<file path="src/rtl/fabric_config_pkg.sv">
// Shared constants and state encoding for the fabric bitstream loader.
package fabric_config_pkg;

    localparam logic [31:0] BITSTREAM_START = 32'hFAB0FAB1;
    localparam int          DESYNC_FLAG     = 20;

    typedef enum logic [1:0] {
        S_IDLE,
        S_SYNC,
        S_HEADER,
        S_DATA
    } state_t;

    function automatic logic is_desync(input logic [31:0] word);
        return word[DESYNC_FLAG];
    endfunction

endpackage

</file>
<file path="src/rtl/bitstream_fetch.sv">
// Word fetcher: address counter plus a single-outstanding req/gnt/rvalid tracker.
module bitstream_fetch #(
    parameter int AddrWidth = 16
) (
    input  logic                 clk_i,
    input  logic                 rst_i,
    input  logic                 launch_i,
    input  logic [AddrWidth-1:0] base_addr_i,
    input  logic                 fetch_en_i,
    output logic                 mem_req_o,
    output logic [AddrWidth-1:0] mem_addr_o,
    input  logic                 mem_gnt_i,
    input  logic                 mem_rvalid_i,
    input  logic [31:0]          mem_rdata_i,
    output logic                 word_valid_o,
    output logic [31:0]          word_data_o
);

    logic [AddrWidth-1:0] addr_q;
    logic                 outstanding_q;
    logic                 granted;

    assign mem_req_o    = fetch_en_i && !outstanding_q;
    assign mem_addr_o   = addr_q;
    assign granted      = mem_req_o && mem_gnt_i;
    // Responses with nothing in flight (e.g. a late one after reset) are dropped here.
    assign word_valid_o = mem_rvalid_i && outstanding_q;
    assign word_data_o  = mem_rdata_i;

    always_ff @(posedge clk_i) begin
        if (rst_i) begin
            addr_q        <= '0;
            outstanding_q <= 1'b0;
        end else begin
            if (launch_i) begin
                addr_q <= base_addr_i;
            end else if (granted) begin
                addr_q <= addr_q + AddrWidth'(1);
            end

            if (granted) begin
                outstanding_q <= 1'b1;
            end else if (word_valid_o) begin
                outstanding_q <= 1'b0;
            end
        end
    end

endmodule

</file>
<file path="src/rtl/bitstream_loader.sv">
// Replays a framed bitstream from word memory onto the fabric configuration port.
// state    | meaning
// S_IDLE   | waiting for start
// S_SYNC   | fetching the sync word
// S_HEADER | fetching a frame header
// S_DATA   | fetching the NumRows data words of a frame
module bitstream_loader
    import fabric_config_pkg::*;
#(
    parameter int NumRows   = 18,
    parameter int AddrWidth = 16,
    parameter int MaxWords  = 4096
) (
    input  logic                          clk_i,
    input  logic                          rst_i,
    input  logic                          start_i,
    input  logic [AddrWidth-1:0]          base_addr_i,
    output logic                          mem_req_o,
    output logic [AddrWidth-1:0]          mem_addr_o,
    input  logic                          mem_gnt_i,
    input  logic                          mem_rvalid_i,
    input  logic [31:0]                   mem_rdata_i,
    output logic [31:0]                   bitstream_data_o,
    output logic                          bitstream_valid_o,
    output logic                          busy_o,
    output logic                          done_o,
    output logic                          error_o,
    output logic [$clog2(MaxWords+1)-1:0] words_sent_o
);

    localparam int CntWidth = $clog2(MaxWords + 1);
    localparam int RowWidth = $clog2(NumRows + 2);

    state_t              state_q, state_d;
    logic [RowWidth-1:0] rows_q, rows_d;
    logic [CntWidth-1:0] words_q, words_d;
    logic [31:0]         data_q, data_d;
    logic                valid_q, valid_d;
    logic                done_q, done_d;
    logic                error_q, error_d;
    logic                holdoff_q, holdoff_d;
    logic                launch;
    logic                busy;
    logic                forward;
    logic                word_valid;
    logic [31:0]         word_data;

    assign busy   = (state_q != S_IDLE);
    // holdoff_q blocks a start in the very cycle busy drops.
    assign launch = !busy && start_i && !holdoff_q;

    bitstream_fetch #(
        .AddrWidth(AddrWidth)
    ) u_fetch (
        .clk_i       (clk_i),
        .rst_i       (rst_i),
        .launch_i    (launch),
        .base_addr_i (base_addr_i),
        .fetch_en_i  (busy),
        .mem_req_o   (mem_req_o),
        .mem_addr_o  (mem_addr_o),
        .mem_gnt_i   (mem_gnt_i),
        .mem_rvalid_i(mem_rvalid_i),
        .mem_rdata_i (mem_rdata_i),
        .word_valid_o(word_valid),
        .word_data_o (word_data)
    );

    always_comb begin
        state_d = state_q;
        rows_d  = rows_q;
        words_d = words_q;
        data_d  = data_q;
        valid_d = 1'b0;
        done_d  = done_q;
        error_d = error_q;
        forward = 1'b0;

        case (state_q)
            S_IDLE: begin
                if (launch) begin
                    state_d = S_SYNC;
                    done_d  = 1'b0;
                    error_d = 1'b0;
                    words_d = '0;
                end
            end
            S_SYNC: begin
                if (word_valid) begin
                    if (word_data == BITSTREAM_START) begin
                        forward = 1'b1;
                        state_d = S_HEADER;
                    end else begin
                        error_d = 1'b1;
                        state_d = S_IDLE;
                    end
                end
            end
            S_HEADER: begin
                if (word_valid) begin
                    forward = 1'b1;
                    if (is_desync(word_data)) begin
                        done_d  = 1'b1;
                        state_d = S_IDLE;
                    end else begin
                        rows_d  = RowWidth'(NumRows);
                        state_d = S_DATA;
                    end
                end
            end
            S_DATA: begin
                if (word_valid) begin
                    forward = 1'b1;
                    rows_d  = rows_q - RowWidth'(1);
                    if (rows_q == RowWidth'(1)) begin
                        state_d = S_HEADER;
                    end
                end
            end
            default: state_d = S_IDLE;
        endcase

        if (forward) begin
            valid_d = 1'b1;
            data_d  = word_data;
            words_d = words_q + CntWidth'(1);
            // done_d is only set here by a desync header, which is allowed to land on the limit.
            if (words_d == CntWidth'(MaxWords) && !done_d) begin
                error_d = 1'b1;
                state_d = S_IDLE;
            end
        end

        holdoff_d = busy && (state_d == S_IDLE);
    end

    always_ff @(posedge clk_i) begin
        if (rst_i) begin
            state_q   <= S_IDLE;
            rows_q    <= '0;
            words_q   <= '0;
            data_q    <= '0;
            valid_q   <= 1'b0;
            done_q    <= 1'b0;
            error_q   <= 1'b0;
            holdoff_q <= 1'b0;
        end else begin
            state_q   <= state_d;
            rows_q    <= rows_d;
            words_q   <= words_d;
            data_q    <= data_d;
            valid_q   <= valid_d;
            done_q    <= done_d;
            error_q   <= error_d;
            holdoff_q <= holdoff_d;
        end
    end

    assign bitstream_data_o  = data_q;
    assign bitstream_valid_o = valid_q;
    assign busy_o            = busy;
    assign done_o            = done_q;
    assign error_o           = error_q;
    assign words_sent_o      = words_q;

endmodule

</file>
<file path="config.mk">
export PLATFORM = sky130hd
export DESIGN_NAME = bitstream_loader
export DESIGN_NICKNAME = d
export VERILOG_FILES = /design/src/rtl/fabric_config_pkg.sv /design/src/rtl/bitstream_fetch.sv /design/src/rtl/bitstream_loader.sv
export SDC_FILE = /design/constraint.sdc
export NUM_CORES = 1
export LEC_CHECK = 0
export BUFFER_PORTS_ARGS = -buffer_cell sky130_fd_sc_hd__buf_2
export CORE_MARGIN = 2
export CORE_UTILIZATION = 38
export CTS_BUF_LIST = sky130_fd_sc_hd__clkbuf_2
export DETAILED_ROUTE_END_ITERATION = 16
export PLACE_DENSITY = 0.66
export SETUP_SLACK_MARGIN = 0.2
export SYNTH_ARGS = -nofsm -noshare
export SYNTH_HDL_FRONTEND = slang
export SYNTH_SLANG_ARGS = --single-unit
</file>
<file path="constraint.sdc">
create_clock -name clk_i -period 2.9 [get_ports clk_i]
set_input_delay 0.58 -clock clk_i [delete_from_list [all_inputs] [get_ports clk_i]]
set_output_delay 0.58 -clock clk_i [all_outputs]
set_load 0.05 [all_outputs]
</file>
==> metrics.txt <==
cell area power density 448.6 nW/µm²; total setup buffers inserted after CTS 0; transition time at the pin with the least slew margin 0.7059 ns; master cell of the clock root buffer clkbuf_2; Hold Violations, Final 0; worst r2r src state_q[0]; clock transition at the registers of the reported paths 0.23 ns; signed area change from the synthesized netlist to the final layout 23.35%; internal power summed over all cells 1325 µW; post-layout minimum cycle time 2.387 ns; commonest cells after routing, fill and taps aside buf_2 (118), dfxtp_1 (73), nor2_1 (72); number of flops mapped to enable cells by yosys 0; clock buffer count from CTS 9; worst-skew pair later-pin latency 0.51 ns; global-route wire length before repair 14.25 mm; static leakage 0.001768 µW; worst-path cell chain o21ba_2 > buf_2; total length of routed wires 8.799 mm; final-report setup violation count 0; CP required 2.32 ns; Fin Clk Skew 0.02958 ns; relative contribution of combinational cells to total power 14.2%; largest net degree at the start of global routing 43; initial cell density of the core 39.43%; MaxCap Viol Count 0; average cell area after synthesis 8.771 µm²; Total Power Consumption 1912 µW; detailed-placement wirelength estimate 6.498 mm; Core ar. 8763 µm²; yosys synthesis warning count 0; sum of overflow across all layers after global routing 0; critical path launch point state_q[0]; Async SR Flop Fraction 0%; Post-Route Setup TNS 0 ns; run status complete, no violations; hold buffers post-CTS 0; cells after synthesis 394; count of boundary I/O pins 119; quantity of gates resized following cts 0; path type of the worst setup path reg2out; worst slew margin relative to its limit 52.94%; antenna violation net count after detailed routing 0; number of placement rows 34; Max FO, Critical Path 19; total DRC errors in the routed layout 0; CTS Sinks 73; net count reported at finish 563; Highest Clock Rate 0.4189 GHz; critical path startpoint category register; power share of the clock group 30.4%; height of the chip 99.37 µm; Via Count 3227; Hold Crit Start mem_rdata_i[1]; share of layout cells above drive strength 1 29.22%; final weighted congestion in routability-driven placement 0.8064; first-pass detailed-route iteration total 4; overall die area 9873 µm²; worst supply voltage drop on vdd 0.2194 mV; sequential cell area fraction in the yosys report 42.29%; power share of the sequential group 55.5%; worst path arrival time 1.81 ns; Worst Hold Endpoint bitstream_data_o[1]; highest cell delay on the worst timing path 0.75 ns; Cell variety after synth 52; worst reg2reg path depth 6; detailed-route vias per instance 5.213; via count of the first global-routing pass 2984; fraction of the cycle the final worst path needs 82.32%; commonest register cell after synthesis dfxtp_1; total standard cell area after synthesis 3456 µm²; Setup crit end kind output port; max-slew violations 0; Worst Hold Path Cells 3; number of violations reported at the end of detailed-routing iteration 0 136; Avg WL per Cell 14.21 µm; setup repair after global routing missed its margin false; initial antenna violation count 1; capturing point of the worst reg2reg path u_fetch.mem_addr_o[15]; standard cell with the maximum stage delay on the critical path dfxtp_1; buffer levels on the longest clock path 2; Post-Syn Nets 452; number of synthesized register bits 73; leading cell type in the layout, fill and taps excluded buf_2; type of the most critical hold path in2reg; CTS tree yes; number of levels the H-tree was split into 3; fraction of power spent switching nets 30.69%; width of the chip 99.37 µm; switching power of the nets 586.8 µW; IO Port Bufs 118; GRT Overall Usage 17.72%; R2R setup slack 0.70 ns
## kinds of logic (layout without fill, tap and decap cells)
family	Yosys count	in the layout	synth area share [%]
simple gates	162	162	23.28
flops	73	73	42.29
compound gates	64	64	12.82
mux	35	35	10.25
buf+inv	35	151	4.489
xor+xnor	20	20	5.069
fa+ha+maj	5	5	1.810
other cells	0	1	0
## stage by stage
step / setup WS, ns / area, µm² / hold WS (ns) / util [%] / std cells
6_report: 0.5126 / 4263 / 0.2974 / 48.64 / 619
4_1_cts: 0.5040 / 4260 / 0.2768 / 48.62 / 618
3_5_place_dp: 0.1292 / 4143 / 0.4739 / 47.27 / 602
5_1_grt: 0.3590 / 4263 / 0.2831 / 48.64 / 619
2_1_floorplan: 0.5801 / 3456 / 0.4395 / - / 394
3_3_place_gp: 0.1953 / 4143 / 0.4550 / 47.27 / 602
## synth_stat cells (3+ instances only)
cell type	count	area [µm²]
clkbuf_1	18	67.56
dfxtp_1	73	1461
nand2_1	24	90.09
nand2b_1	3	18.77
and3_1	6	37.54
a21oi_1	15	75.07
nand4_1	8	50.05
o211ai_1	5	37.54
a211oi_1	20	150.1
buf_4	4	30.03
xnor2_1	9	78.83
inv_1	10	37.54
or3_1	6	37.54
ha_1	5	62.56
o21ai_0	4	20.02
xor2_1	11	96.34
nor3_1	7	35.03
mux2i_1	32	320.3
nand3_1	18	90.09
o31ai_1	3	22.52
nor2_1	72	270.3
## power by group through the flow
stage	Clock [µW]	Combinational, µW	Sequential, µW
after global placement	0	268	1080
after global routing	643	291	1070
after floorplan	0	107	1150
after CTS	601	273	1060
after detailed placement	0	272	1080
final	581	271	1060
## cell type report
class                      count  area, µm²
multi-input combinational    286       1841
clock buffer                  10      50.05
timing repair buffer         125      668.1
fill                         876       4501
inverter                      10      37.54
antenna                        1      2.502
sequential                    73       1461
clock inverter                 6      67.56
tap                          108      135.1
## how the worst max path moves through the flow
stage,end,slack [ns],depth (start not counted)
5_1_grt,mem_req_o,0.36,2
6_report,mem_req_o,0.51,2
3_3_place_gp,bitstream_data_o[4],0.20,7
3_5_place_dp,bitstream_data_o[3],0.13,7
2_1_floorplan,words_sent_o[9],0.58,8
4_1_cts,mem_req_o,0.50,2
## flip-flops by register name, summed over array words and instances (netlist names)
name                   flops
bitstream_valid_o          1
holdoff_q                  1
done_o                     1
rows_q                     5
bitstream_data_o          32
error_o                    1
u_fetch.mem_addr_o        16
u_fetch.outstanding_q      1
state_q                    2
words_sent_o              13
## metal layers
| layer | GRT usage (%) | vias up | routed length, µm |
|---|---|---|---|
| li1 | - | 1626 | - |
| met1 | 22.87 | 1516 | 3866 |
| met2 | 28.53 | 78 | 4271 |
| met3 | 4.146 | 7 | 553 |
| met4 | 7.376 | 0 | 108 |
| met5 | 0 | - | 0 |
## critical path: cells and delay by family (launching register included)
family,cells,cell delay (ns)
buffers and inverters,1,0.29
AOI/OAI and AO/OA,1,0.28
DFF,1,0.75
(Power assumes the default switching activity.)
